**src/rtl/pipeline_hazard_ctrl_pkg.sv**
```systemverilog
// Shared pipeline definitions for the hazard/sequencing controller.
//   state_e   : controller state encoding (RUN / MUL_WAIT)
//   RegW      : architectural register-number width
//   RegX0     : register number of the hard-wired zero register
//   MulCntW   : width of the multiply down-counter
package pipeline_hazard_ctrl_pkg;

  typedef enum logic {
    StRun     = 1'b0,
    StMulWait = 1'b1
  } state_e;

  localparam int unsigned RegW    = 5;
  localparam logic [RegW-1:0] RegX0 = '0;
  localparam int unsigned MulCntW = 4;

endpackage

```
**src/rtl/pipeline_hazard_ctrl_hazard_detect.sv**
```systemverilog
// Load-use hazard compare. Purely combinational.
//   mem_rd_i   : instruction in EX is a load
//   regd_i     : destination register of instruction in EX
//   nr1_i      : rs1 of instruction in ID
//   nr2_i      : rs2 of instruction in ID
//   load_use_o : ID consumes the value the EX load has not produced yet
module pipeline_hazard_ctrl_hazard_detect
  import pipeline_hazard_ctrl_pkg::*;
(
  input  logic            mem_rd_i,
  input  logic [RegW-1:0] regd_i,
  input  logic [RegW-1:0] nr1_i,
  input  logic [RegW-1:0] nr2_i,
  output logic            load_use_o
);

  // x0 is never a real producer, so it can never create a dependency.
  assign load_use_o = mem_rd_i && (regd_i != RegX0) && ((regd_i == nr1_i) || (regd_i == nr2_i));

endmodule

```
**src/rtl/pipeline_hazard_ctrl.sv**
```systemverilog
// Pipeline sequencing controller: load-use stalls, multi-cycle multiply hold
// in EX, and taken branch/JAL redirects.
//   clk_i, reset_i       : clock, asynchronous active-high reset
//   id_nr1_i, id_nr2_i   : source registers of the ID instruction
//   ex_mem_rd_i          : EX instruction is a load
//   ex_regd_i            : EX destination register
//   ex_mul_i             : EX instruction is a multiply
//   ex_branch_taken_i    : EX branch/JAL resolved taken
//   pc_we_o, ifid_we_o   : PC and IF/ID enables
//   ifid_flush_o         : IF/ID clear
//   idex_hold_o          : ID/EX hold
//   idex_flush_o         : ID/EX clear (bubble)
//   mul_busy_o           : multiply sequence in progress
//   mul_done_o           : pulse on last multiply cycle
//   stall_cycles_o       : saturating count of cycles with pc_we_o low
module pipeline_hazard_ctrl
  import pipeline_hazard_ctrl_pkg::*;
#(
  parameter int unsigned MUL_LAT = 4,
  parameter int unsigned CNT_W   = 16
) (
  input  logic             clk_i,
  input  logic             reset_i,
  input  logic [RegW-1:0]  id_nr1_i,
  input  logic [RegW-1:0]  id_nr2_i,
  input  logic             ex_mem_rd_i,
  input  logic [RegW-1:0]  ex_regd_i,
  input  logic             ex_mul_i,
  input  logic             ex_branch_taken_i,
  output logic             pc_we_o,
  output logic             ifid_we_o,
  output logic             ifid_flush_o,
  output logic             idex_hold_o,
  output logic             idex_flush_o,
  output logic             mul_busy_o,
  output logic             mul_done_o,
  output logic [CNT_W-1:0] stall_cycles_o
);

  localparam logic [MulCntW-1:0] MulLoad = MulCntW'(MUL_LAT - 2);

  state_e             state_q, state_d;
  logic [MulCntW-1:0] mul_cnt_q, mul_cnt_d;
  logic [CNT_W-1:0]   stall_q;
  logic               load_use;

  pipeline_hazard_ctrl_hazard_detect u_hazard_detect (
    .mem_rd_i   (ex_mem_rd_i),
    .regd_i     (ex_regd_i),
    .nr1_i      (id_nr1_i),
    .nr2_i      (id_nr2_i),
    .load_use_o (load_use)
  );

  always_ff @(posedge clk_i or posedge reset_i) begin
    if (reset_i) begin
      state_q   <= StRun;
      mul_cnt_q <= '0;
    end else begin
      state_q   <= state_d;
      mul_cnt_q <= mul_cnt_d;
    end
  end

  always_comb begin
    state_d      = state_q;
    mul_cnt_d    = mul_cnt_q;
    pc_we_o      = 1'b1;
    ifid_we_o    = 1'b1;
    ifid_flush_o = 1'b0;
    idex_hold_o  = 1'b0;
    idex_flush_o = 1'b0;
    mul_busy_o   = 1'b0;
    mul_done_o   = 1'b0;

    if (reset_i) begin
      // Outputs follow reset immediately, independent of the clock.
      state_d      = StRun;
      mul_cnt_d    = '0;
      pc_we_o      = 1'b0;
      ifid_we_o    = 1'b0;
      ifid_flush_o = 1'b1;
      idex_flush_o = 1'b1;
    end else begin
      unique case (state_q)
        StRun: begin
          if (ex_mul_i) begin
            pc_we_o     = 1'b0;
            ifid_we_o   = 1'b0;
            idex_hold_o = 1'b1;
            mul_busy_o  = 1'b1;
            state_d     = StMulWait;
            mul_cnt_d   = MulLoad;
          end else if (ex_branch_taken_i) begin
            ifid_flush_o = 1'b1;
            idex_flush_o = 1'b1;
          end else if (load_use) begin
            // One bubble; the bubble reaching EX clears the hazard next cycle.
            pc_we_o      = 1'b0;
            ifid_we_o    = 1'b0;
            idex_flush_o = 1'b1;
          end
        end
        StMulWait: begin
          // Branch input is meaningless here: EX holds the multiply.
          mul_busy_o = 1'b1;
          if (mul_cnt_q != '0) begin
            pc_we_o     = 1'b0;
            ifid_we_o   = 1'b0;
            idex_hold_o = 1'b1;
            mul_cnt_d   = mul_cnt_q - 1'b1;
          end else begin
            // Release cycle: pipeline advances at the end of this cycle.
            mul_done_o = 1'b1;
            state_d    = StRun;
          end
        end
        default: state_d = StRun;
      endcase
    end
  end

  always_ff @(posedge clk_i or posedge reset_i) begin
    if (reset_i) begin
      stall_q <= '0;
    end else if (!pc_we_o && (stall_q != '1)) begin
      stall_q <= stall_q + 1'b1;
    end
  end

  assign stall_cycles_o = stall_q;

endmodule

```
**config.mk**
```make
export PLATFORM = sky130hd
export DESIGN_NAME = pipeline_hazard_ctrl
export DESIGN_NICKNAME = d
export VERILOG_FILES = /design/src/rtl/pipeline_hazard_ctrl_pkg.sv /design/src/rtl/pipeline_hazard_ctrl_hazard_detect.sv /design/src/rtl/pipeline_hazard_ctrl.sv
export SDC_FILE = /design/constraint.sdc
export NUM_CORES = 1
export LEC_CHECK = 0
export CORE_MARGIN = 1
export CORE_UTILIZATION = 35
export CTS_BUF_LIST = sky130_fd_sc_hd__clkbuf_16
export DETAILED_ROUTE_END_ITERATION = 8
export GPL_TIMING_DRIVEN = 1
export PLACE_DENSITY = 0.68
export RECOVER_POWER = 25
export SLEW_MARGIN = 20
export SYNTH_ARGS = -nofsm -noshare
export SYNTH_HDL_FRONTEND = slang
export SYNTH_SLANG_ARGS = --single-unit
```
**constraint.sdc**
```tcl
create_clock -name clk_i -period 2.3 [get_ports clk_i]
set_clock_uncertainty 0.05 [all_clocks]
set_input_delay 0.345 -clock clk_i [delete_from_list [all_inputs] [get_ports clk_i]]
set_output_delay 0.345 -clock clk_i [all_outputs]
set_load 0.03 [all_outputs]
```
==> flow_metrics.tcl <==
set metrics [dict create \
    outcome "complete, no violations" \
    clkPwrFrac_pct 19.0 \
    drt_pre_antenna_iters 4 \
    yosys.area.top_type "sky130_fd_sc_hd__dfrtp_1" \
    power_leakage_nw 0.923 \
    port_buffers 42 \
    hold_viol_final 0 \
    floorplan.io_pins 43 \
    synthesis.yosys.warnings 0 \
    detail-route-antenna-nets 0 \
    cts_buffer_depth 2 \
    vdd_drop_max_uv 656 \
    cellInternalPower_mw 1.12 \
    detail_route.wl_per_cell_um 14.3 \
    worst-r2r-cell-count 10 \
    y_dimension_of_the_die_um 62.7 \
    category_of_the_worst_setup_path_capture_point "output port" \
    stdcell_count 240 \
    final_common_cell "sky130_fd_sc_hd__clkdlybuf4s50_1" \
    die_footprint_sq_um 3940 \
    layout.cells.most_common_list "24 x sky130_fd_sc_hd__clkdlybuf4s50_1, 21 x sky130_fd_sc_hd__dfrtp_1, 18 x sky130_fd_sc_hd__buf_4" \
    post_synth.cell_area_avg_sq_um 9.56 \
    floorplan.core_area_sq_um 3440 \
    cpPeakStageDelay_ns 0.69 \
    worst_r2r_endpoint "stall_cycles_o[13]$_DFFE_PP0P_" \
    power.sequential.fraction_pct 34.6 \
    min_to "stall_cycles_o[15]$_DFFE_PP0P_" \
    n_antenna_cell 0 \
    rrSetupSlack_ns 0.15 \
    tritoncts "yes" \
    drv.max_cap_violation_count 0 \
    synth_flop_cell "sky130_fd_sc_hd__dfrtp_1" \
    vias_per_cell 4.99 \
    overflow 0 \
    width_of_the_die_um 62.7 \
    placement_rows 21 \
    comb_power_share_pct 46.4 \
    ys_ff_latch 21 \
    worst_ep_required_time_ns 1.90 \
    grt_first_pass_wirelength_um 5620 \
    dpl.cell_count 231 \
    cts.htree.levels 1 \
    hp-class "reg2reg" \
    timing_max_transition_violations_final 0 \
    achievable_freq_mhz 449 \
    final.min_clock_period_ns 2.22 \
    grt_start_max_net_pins 22 \
    holdPathStages 1 \
    gp_routability_congestion 0.834 \
    max_slew_margin_pct 23.5 \
    postCtsHoldBufs 0 \
    clk_tree_root_cell "sky130_fd_sc_hd__clkbuf_16" \
    area_delta_synth_final_pct 57.8 \
    synth.distinct_cells 38 \
    track_usage_pct 18.2 \
    placed_cell_area_sq_um 1830 \
    critical_path.cell_chain "dlygate4sd3_1 -> nor2_1 -> clkdlybuf4s50_1" \
    post_synth_edffs 0 \
    dr.first_iter.drc_count 52 \
    fin_nets 218 \
    grt_antenna_before_repair 0 \
    place_hpwl_um 2420 \
    start_util_pct 37.5 \
    cts_num_sinks 21 \
    synth_fp_nets 158 \
    worst-path-max-fanout 5 \
    period_share_pct 96.7 \
    pwr_density_cell_nw_per_um2 933 \
    finish.instance_area_sq_um 2040 \
    postRouteWirelength_um 3430 \
    synthTopCellsByArea "sky130_fd_sc_hd__dfrtp_1 41%, sky130_fd_sc_hd__xor2_1 8.8%, sky130_fd_sc_hd__xnor2_1 8.1%, sky130_fd_sc_hd__nor2_1 4.7%, sky130_fd_sc_hd__nand3_1 3.9%" \
    post_route_cells_drive_above_1_share_pct 21.6 \
    switching_power_mw 0.783 \
    min-delay-start "stall_cycles_o[15]$_DFFE_PP0P_" \
    remaining_drc_errors 0 \
    path_class "in2out" \
    timing.critical_path.from_type "input port" \
    synth.yosys.seq_area_share_pct 40.7 \
    clkTransAtPathRegs_ns 0.05 \
    ys_async_sr_fraction_pct 100 \
    cts_made_buffers 3 \
    clk-insertion-delay-late_ns 0.25 \
    mappedNetlistArea_sq_um 1290 \
    critical_path_arrival_ns 1.83 \
    worst_pin_slew_ns 1.15 \
    routed-via-count 1197 \
    final_report_setup_violation_count 0 \
    worstReg2RegStart "mul_cnt_q[0]$_DFFE_PP0P_" \
    netlist_instances 135 \
    first_global_vias 1283 \
    switching_share_pct 41.2 \
    critical-path-slowest-cell "sky130_fd_sc_hd__clkdlybuf4s50_1" \
    synth_top_area_share_pct 40.7 \
]
## worst max-delay path, delay by kind of cell
kind | cells | cell delay (ns)
buffers and inverters | 2 | 1.31
and+or+nand+nor | 1 | 0.18
## synthesized netlist by cell type (all sizes together) (2+ instances only)
cell,n
o31a,2
mux2,2
buf,4
nor4,2
nand3,10
ha,3
xnor2,12
and3,2
inv,5
a41oi,2
xor2,13
dfrtp,21
a21oi,7
nor3,5
o21ai,3
nor2,16
nand2,11
nand4,2
## cells by family (layout without fill, tap and decap cells)
| family | count (synthesis) | in the layout | share of synthesized area (%) |
|---|---|---|---|
| and+or+nand+nor | 55 | 55 | 22.5 |
| xor gates and xnor gates | 25 | 25 | 17.0 |
| DFF | 21 | 21 | 40.7 |
| AOI/OAI and AO/OA | 19 | 19 | 11.8 |
| buffers and inverters | 10 | 69 | 3.39 |
| adders and majority gates | 3 | 3 | 2.91 |
| muxes | 2 | 2 | 1.74 |
## cell type report
cell class / instances / area (sq um)
Multi-Input combinational cell: 104 / 795
Fill cell: 309 / 1410
Sequential cell: 21 / 526
Clock buffer: 3 / 75.1
Inverter: 5 / 18.8
Clock inverter: 1 / 3.75
Tap cell: 46 / 57.6
Timing Repair Buffer: 60 / 562
## metrics by stage
step	setup slack, ns	hold WS [ns]	TNS (ns)	utilization [%]	total power [mW]
final	0.0750	0.445	0	59.2	1.90
after global routing	-0.00869	0.472	-0.0174	59.2	2.01
after CTS	0.0142	0.447	0	57.2	1.89
after detailed placement	-0.165	0.439	-1.60	53.1	1.51
after global placement	-0.105	0.445	-0.777	53.1	1.48
after floorplan	0.0669	0.475	0	-	1.13
## metal layers
metal  global-route usage [%]  share of wire (%)  vias up
met3                     5.66                2.8        3
li1                         -                  -      592
met1                     20.1                 40      580
met4                     5.52               0.35        0
met5                        0                  0        -
met2                     33.0                 57       22
## registers in the layout, summed over array words and instances, names as in the netlist
register	count
state_q	1
mul_cnt_q	4
stall_cycles_o	16
## power groups by stage
stage | clock network (mW) | logic, mW | registers, mW
4_1_cts | 0.368 | 0.868 | 0.653
5_1_grt | 0.385 | 0.942 | 0.684
2_1_floorplan | 0 | 0.299 | 0.832
3_3_place_gp | 0 | 0.835 | 0.646
3_5_place_dp | 0 | 0.850 | 0.657
6_report | 0.362 | 0.881 | 0.658
## worst max path at each step
stage	endpoint	from	slack, ns	depth (start not counted)
final	mul_busy_o	reset_i	0.08	3
after global routing	ifid_we_o	mul_cnt_q[0]$_DFFE_PP0P_	-0.009	6
after CTS	pc_we_o	id_nr2_i[3]	0.01	7
after detailed placement	stall_cycles_o[13]$_DFFE_PP0P_	ex_regd_i[2]	-0.16	8
after global placement	ifid_we_o	ex_regd_i[3]	-0.11	8
after floorplan	idex_flush_o	reset_i	0.07	4
## what timing repair did
item,CTS,global route
buffers inserted,4,1
pin swaps,4,13
gates resized for setup,13,14
endpoints found under the setup margin,4,6
(Power assumes the default switching activity.)
